### config.mk
export PLATFORM = sky130hd
export DESIGN_NAME = fetch
export DESIGN_NICKNAME = d
export VERILOG_FILES = /design/src/rtl/fetch_pkg.sv /design/src/rtl/fetch_pc_reg.sv /design/src/rtl/fetch.sv
export SDC_FILE = /design/constraint.sdc
export NUM_CORES = 1
export LEC_CHECK = 0
export BUFFER_PORTS_ARGS = -buffer_cell sky130_fd_sc_hd__buf_2
export CAP_MARGIN = 15
export CORE_MARGIN = 8
export CORE_UTILIZATION = 40
export CTS_CLUSTER_DIAMETER = 60
export DETAILED_ROUTE_END_ITERATION = 7
export GPL_TIMING_DRIVEN = 0
export HOLD_SLACK_MARGIN = 0.08
export MAX_ROUTING_LAYER = met4
export PLACE_DENSITY = 0.67
export SLEW_MARGIN = 5
export SYNTH_ARGS = -nofsm -noshare
export SYNTH_HDL_FRONTEND = slang
export SYNTH_SLANG_ARGS = --single-unit
### constraint.sdc
create_clock -name clk -period 2.57 [get_ports clk]
set_input_delay 0.514 -clock clk [delete_from_list [all_inputs] [get_ports clk]]
set_output_delay 0.514 -clock clk [all_outputs]
set_load 0.02 [all_outputs]
### src/rtl/fetch_pkg.sv
// Shared fetch/decode types and constants.
// Pipe bundle, fetch FSM states, bus shapes.
package fetch_pkg;

  localparam int ILEN = 32;
  localparam logic [63:0] RESET_PC_DEF =
    64'h0000_0000_8000_0000;

  typedef logic        u1;
  typedef logic [31:0] u32;
  typedef logic [63:0] u64;
  typedef u64          addr_t;

  typedef struct packed {
    u1               valid;
    addr_t           pc;
    logic [ILEN-1:0] raw_instr;
  } fetch_data_t;

  typedef enum logic [1:0] {
    FETCH,
    HOLD,
    FLUSH
  } fetch_state_t;

  typedef struct packed {
    u1     valid;
    addr_t addr;
  } ibus_req_t;

  typedef struct packed {
    u1  addr_ok;
    u1  data_ok;
    u32 data;
  } ibus_resp_t;

endpackage

### src/rtl/fetch_pc_reg.sv
// Program counter: reset value, +4 step,
// redirect load taking priority over the step.
module fetch_pc_reg
  import fetch_pkg::*;
#(
  parameter addr_t RESET_PC = RESET_PC_DEF
) (
  input  logic  clk,
  input  logic  rst_n,
  input  logic  inc,
  input  logic  load,
  input  addr_t target,
  output addr_t pc
);

  // Redirect wins over sequential advance.
  always_ff @(posedge clk or negedge rst_n) begin
    if (!rst_n) begin
      pc <= RESET_PC;
    end else if (load) begin
      pc <= target;
    end else if (inc) begin
      pc <= pc + 64'd4;
    end
  end

endmodule

### src/rtl/fetch.sv
// Instruction fetch stage feeding decode.
// Holds bus address stable across redirects.
module fetch
  import fetch_pkg::*;
#(
  parameter addr_t RESET_PC = RESET_PC_DEF,
  parameter int    INSTR_W  = ILEN
) (
  input  logic               clk,
  input  logic               reset,
  output logic               ireq_valid,
  output logic [63:0]        ireq_addr,
  input  logic               iaddr_ok,
  input  logic               idata_ok,
  input  logic [INSTR_W-1:0] idata,
  input  logic               stall,
  input  logic               branch,
  input  logic [63:0]        PCbranch,
  output fetch_data_t        dataF
);

  fetch_state_t state;
  fetch_state_t state_n;
  fetch_data_t  skid;
  fetch_data_t  skid_n;
  fetch_data_t  data_n;
  addr_t        pc;
  addr_t        hold_addr;
  addr_t        hold_n;
  ibus_req_t    ireq;
  logic         consume;
  logic         redirect;
  logic         slot_free;
  logic         inc;
  logic         unused_addr_ok;

  assign unused_addr_ok = iaddr_ok;

  assign consume   = dataF.valid & ~stall;
  assign redirect  = branch & consume;
  assign slot_free = ~dataF.valid | consume;

  assign ireq.valid = reset & (state != HOLD);
  assign ireq.addr  = (state == FLUSH) ?
                      hold_addr : pc;

  assign ireq_valid = ireq.valid;
  assign ireq_addr  = ireq.addr;

  fetch_pc_reg #(
    .RESET_PC(RESET_PC)
  ) u_pc (
    .clk   (clk),
    .rst_n (reset),
    .inc   (inc),
    .load  (redirect),
    .target(PCbranch),
    .pc    (pc)
  );

  // Next state, output slot, skid and flush address.
  always_comb begin
    state_n = state;
    data_n  = dataF;
    skid_n  = skid;
    hold_n  = hold_addr;
    inc     = 1'b0;
    if (redirect) begin
      data_n.valid = 1'b0;
      skid_n.valid = 1'b0;
      if (ireq.valid & ~idata_ok) begin
        state_n = FLUSH;
        hold_n  = ireq.addr;
      end else begin
        state_n = FETCH;
      end
    end else begin
      unique case (state)
        FETCH: begin
          if (idata_ok) begin
            inc = 1'b1;
            if (slot_free) begin
              data_n = '{1'b1, pc, idata};
            end else begin
              skid_n  = '{1'b1, pc, idata};
              state_n = HOLD;
            end
          end else if (consume) begin
            data_n.valid = 1'b0;
          end
        end
        HOLD: begin
          if (~stall) begin
            data_n       = skid;
            skid_n.valid = 1'b0;
            state_n      = FETCH;
          end
        end
        FLUSH: begin
          if (idata_ok) begin
            state_n = FETCH;
          end
        end
        default: state_n = FETCH;
      endcase
    end
  end

  // Stage registers.
  always_ff @(posedge clk or negedge reset) begin
    if (!reset) begin
      state     <= FETCH;
      dataF     <= '0;
      skid      <= '0;
      hold_addr <= '0;
    end else begin
      state     <= state_n;
      dataF     <= data_n;
      skid      <= skid_n;
      hold_addr <= hold_n;
    end
  end

endmodule

# After elaboration in Yosys (flattened, before gate mapping)
# Cells that the tools add are included.
[totals] regBits=324 inputBits=102 out_inout_bits=162 wordCells=67
[classes] addsub=1 eq_ne=12 n_mux=25 bitwise_logic=10 reduce_logical=10
[op_table] cell="$mux 97" n=4
[op_table] cell="$pmux 97 s2" n=1
[op_table] cell="$mux 64" n=3
[op_table] cell="$mux 96" n=1
[op_table] cell="$add 64x3->64 const B" n=1
[op_table] cell="$reduce_and 4->1" n=4
[op_table] cell="$mux 2" n=6
[op_table] cell="$ne 3x3->1 const B" n=4
[op_table] cell="$mux 1" n=8
[op_table] cell="$ne 4x4->1 const B" n=2
[op_table] cell="$ne 2x2->1 const B" n=3
[op_table] cell="$pmux 2 s3" n=1
[op_table] cell="$not 1->1" n=5
[op_table] cell="$reduce_and 5->1" n=1
[op_table] cell="$and 1x1->1" n=4
[op_table] cell="$reduce_bool 2->1" n=2
[op_table] cell="$reduce_bool 3->1" n=1
[op_table] cell="$eq 2x1->1 const B" n=1
[op_table] cell="$eq 2x2->1 const B" n=1
[op_table] cell="$logic_not 2->1" n=1
[op_table] cell="$ne 2x1->1 const B" n=1
[op_table] cell="$pmux 1 s2" n=1
[op_table] cell="$reduce_and 2->1" n=1
[op_table] cell="$or 1x1->1" n=1

# Longest topological paths before layout
[logic_depth] word_depth=7 mapped_depth=8 mapped_depth_nobuf=6

# Modules after synthesis
# A second synthesis with hierarchy kept.
[hier_totals] hier_cells=1178 area_unflattened_um2=15414.8
[modules_own_cells] mod="fetch" instances=1 cells_each=748 area_each_um2=11644.9
[modules_own_cells] mod="fetch_pc_reg" instances=1 cells_each=430 area_each_um2=3769.9

# Least setup slack after synthesis
# Ideal clock, no wire load.
[synth_timing] kind="input to register" start="input idata_ok" end="register u_pc.pc[29] (netlist name)" setup_ns=0.124 arrival_ns=2.105 t_required_ns=2.446 slack_ns=0.341 path_stages=5 path_buffers=1 path_cell_list="or3b_1 buf_2 or4_1 o311a_1 a211o_1"
[synth_via] elab_chain_cells=4
[synth_lines] element="from (decl)" line_no="fetch.sv:14" text="input logic idata_ok,"
[synth_lines] element="$mux 1" line_no="fetch.sv:80" text="if (idata_ok) begin"
[synth_lines] element="$mux 1" line_no="fetch.sv:78" text="unique case (state)"
[synth_lines] element="$mux 1" line_no="fetch.sv:68" text="if (redirect) begin"
[synth_lines] element="$reduce_bool 2->1 (no source line)"
[synth_lines] element="to (signal assigned)" line_no="fetch_pc_reg.sv:21" text="pc <= target;"
[synth_lines] element="to (signal assigned)" line_no="fetch_pc_reg.sv:23" text="pc <= pc + 64'd4;"
[synth_lines] element="to (decl)" line_no="fetch_pc_reg.sv:13" text="output addr_t pc"
# Every way passes these cells.
# A chain may end at the register's enable or synchronous reset.

# Worst setup path after layout
[layout_timing] start="register state[0]" end="output ireq_addr[55]"
[layout_via] elab_chain_cells=2
[layout_lines] element="from (decl)" line_no="fetch.sv:22" text="fetch_state_t state;"
[layout_lines] element="from (signal assigned)" line_no="fetch.sv:117" text="state <= state_n;"
[layout_lines] element="$eq 2x2->1" line_no="fetch.sv:44" text="assign ireq.addr = (state == FLUSH) ?"
[layout_lines] element="$mux 64" line_no="fetch.sv:44"
[layout_lines] element="to (decl)" line_no="fetch.sv:12" text="output logic [63:0] ireq_addr,"
# Every way passes these cells.

==> metrics.md <==
| Metric | Value |
|---|---|
| Worst hold path class | in2async |
| Tcrit/Tclk final | 1.00 |
| DRT antenna net count | 0 |
| Clock power frac | 0.218 |
| Max VDD drop | 707 uV |
| Placed Area | 17000 sq um |
| Net Sw Frac | 0.396 |
| Tmin final | 2.57 ns |
| Layout area overhead | 25.2% |
| CP endpoint kind | primary output |
| # Max-Cap Violations | 0 |
| Worst Setup Path Type | reg2out |
| Clock sink count | 324 |
| Mapped Area | 15000 sq um |
| Syn_area_per_cell | 10.3 sq um |
| DR WL/cell | 20.8 um |
| Largest net degree at the start of global routing | 114 |
| Worst flop-to-flop path endpoint | u_pc.pc[43] |
| Die H | 210 um |
| Initial Utilization | 0.402 |
| Clock-pin slew on the worst setup and hold paths | 0.06 ns |
| Combinational power share | 0.398 |
| P_leak | 8.27 nW |
| EDFF count, synth | 0 |
| H-tree depth | 2 |
| TritonCTS clock tree | done |
| Clock root buffer | clkbuf_16 |
| Net total in the final layout | 1871 |
| Slew @ Worst Pin | 0.832 ns |
| Final RePlAce weighted congestion | 0.832 |
| Int Pwr | 14.9 mW |
| Minimum hold slack | -0.0540 ns |
| Layout cell share with drive strength beyond 1 | 0.334 |
| Top cell type's share of synthesized area | 0.538 |
| I/O Buffers | 262 |
| Rows | 71 |
| Leading area contributor after synthesis | dfrtp_1 |
| Commonest non-fill, non-tap cell in the layout | dfrtp_1 |
| Cell area after layout | 18800 sq um |
| Worst setup SP type | flip-flop |
| Vias in the first global route | 12669 |
| Largest cells by area after synthesis | dfrtp_1, mux2_2, nand2_1, a31oi_1, nor2_1 |
| Non-filler cells, final | 2265 |
| Die Wd | 210 um |
| DRT Wirelength | 47200 um |
| Ys flop type | dfrtp_1 |
| Final Util | 0.504 |
| Reg-to-reg startpoint | state[0] |
| CTS buffer count | 38 |
| Via count | 12472 |
| Initial DRC Count | 816 |
| Reg2Reg Depth | 9 |
| Total power | 24.6 mW |
| Via/cell ratio | 5.51 |
| Post-DP HPWL | 33600 um |
| Latest clock arrival within the worst-skew pair | 0.53 ns |
| Failing checks | hold timing |
| I/O pin count | 264 |
| CP max FO | 10 |
| Total track usage | 0.214 |
| Fin worst setup slack | 0.000351 ns |
| Setup slack, reg-to-reg | 0.07 ns |
| Core box area | 37300 sq um |
| Net Count, Synth | 1554 |
| Most frequent cells in the layout | dfrtp_1, nand2_1, buf_2 |
| Power per cell area | 1310 nW/um^2 |
| Reg power frac | 0.384 |
| Share of flip-flops with an asynchronous set or reset | 1.00 |
| Pre-CTS WS | -1.14 ns |
| YS warnings | 0 |
| DP Cell Count | 2189 |
| Sequential area share after synthesis | 0.540 |
| RSZ-0062 raised after global routing | true |
| Initial antenna violation count | 1 |
| Clock buffer depth | 3 |
| Fmax | 389 MHz |
| Grt ovf | 0 |
| Max Slew Vio Count | 0 |
| Register bit count reported by yosys | 324 |
| Worst slew margin | 0.446 |
| Cells after Synth | 1451 |
| Diode count | 0 |
| Crit path DAT | 2.06 ns |
| Status | complete, but fails checks |
| First-pass GRT wire length | 72800 um |
| Drt pass-1 iters | 5 |
| Final hold violations | 96 |
| Count of final setup violators | 0 |
| Drt drc | 0 |
| Netlist cell types | 48 |
| Net Sw Power | 9.75 mW |
| Worst Skew | 0.0176 ns |
| Req. time, crit path | 2.06 ns |
| Die area | 44000 sq um |
final cells by class:
cell class | count | area [sq um]
Multi-Input combinational cell | 1008 | 6580
Timing Repair Buffer | 281 | 1680
Clock inverter | 11 | 135
Fill cell | 3413 | 18500
Buffer | 108 | 568
Clock buffer | 52 | 1100
Sequential cell | 324 | 8110
Inverter | 7 | 26.3
Tap cell | 474 | 593
cells by family (layout without fill, tap and decap cells):
kind of cell / Yosys count / count (layout) / synth area share
AND/OR/NAND/NOR: 550 / 550 / 0.165
multiplexers: 212 / 212 / 0.159
flip-flops: 324 / 324 / 0.540
adder cells (fa/ha/maj): 1 / 1 / 0.000833
XOR/XNOR: 35 / 35 / 0.0204
buffers and inverters: 119 / 459 / 0.0314
AO/OA/AOI/OAI: 210 / 210 / 0.0834
critical path: stages (launching register included):
cell and delay (ns):
dfrtp_2 0.45, nor2b_4 0.20, buf_12 0.19, buf_12 0.15
mux2_2 0.37, buf_2 0.17
what timing repair did:
item,4_1_cts,5_1_grt
gates cloned,2,2
endpoints found under the setup margin,275,168
pin swaps,3,3
buffers inserted,10,4
resized for setup,36,101
endpoints found under the hold margin,103,103
per-layer routing:
metal | share of wire | vias up | wire, um | track usage
met2 | 0.47 | 411 | 22200 | 0.339
li1 | - | 5726 | - | -
met5 | 0 | - | 0 | -
met3 | 0.051 | 96 | 2410 | 0.0294
met4 | 0.031 | 0 | 1480 | 0.0731
met1 | 0.45 | 6239 | 21100 | 0.281
metrics by stage:
stage / hold slack, ns / setup TNS [ns]
CTS: -0.0168 / -3.51
detailed placement: 0.471 / -132.45
global placement: 0.462 / -2122.36
floorplan: 0.218 / 0
finish: -0.0540 / 0
global route: -0.0266 / -1.43
cells in the mapped netlist, types with 2 or more instances:
cell / n
nor3_1: 9
o31ai_1: 8
buf_6: 2
a22oi_1: 2
nand2_1: 258
a31oi_1: 114
buf_1: 5
nand2b_1: 2
mux2_2: 212
or3_1: 11
or2_2: 2
a21oi_1: 18
nor4_1: 5
nand4bb_1: 2
nand4_1: 32
nor2b_1: 3
xor2_1: 22
o41ai_1: 3
nor2_1: 146
nand3_1: 34
and3_1: 12
or4_1: 14
o21ai_0: 59
and4_1: 4
inv_1: 7
and2_1: 5
clkbuf_1: 97
or3b_1: 2
xnor2_1: 13
buf_2: 8
dfrtp_1: 323
flip-flops by register name, indices dropped and copies added (netlist names):
signal and cells:
dataF 97, skid 97, hold_addr 64, u_pc.pc 64, state 2
power by group through the flow:
| stage | Combinational (mW) | Clock [mW] | Sequential, mW |
|---|---|---|---|
| 2_1_floorplan | 5.59 | 0 | 9.82 |
| 3_3_place_gp | 9.25 | 0 | 9.29 |
| 3_5_place_dp | 9.50 | 0 | 9.41 |
| 4_1_cts | 9.58 | 5.48 | 9.36 |
| 5_1_grt | 10.7 | 5.66 | 9.78 |
| 6_report | 9.81 | 5.38 | 9.45 |
worst max-delay path by stage:
stage,from,endpoint,slack (ns)
final,state[0],ireq_addr[55],0.0004
after global routing,state[0],ireq_addr[34],-0.06
after CTS,state[0],ireq_addr[57],-0.10
after detailed placement,reset,hold_addr[35],-1.14
after global placement,reset,hold_addr[35],-5.69
after floorplan,idata_ok,u_pc.pc[29],0.34
Note: power is estimated with default switching activity, not from simulation.
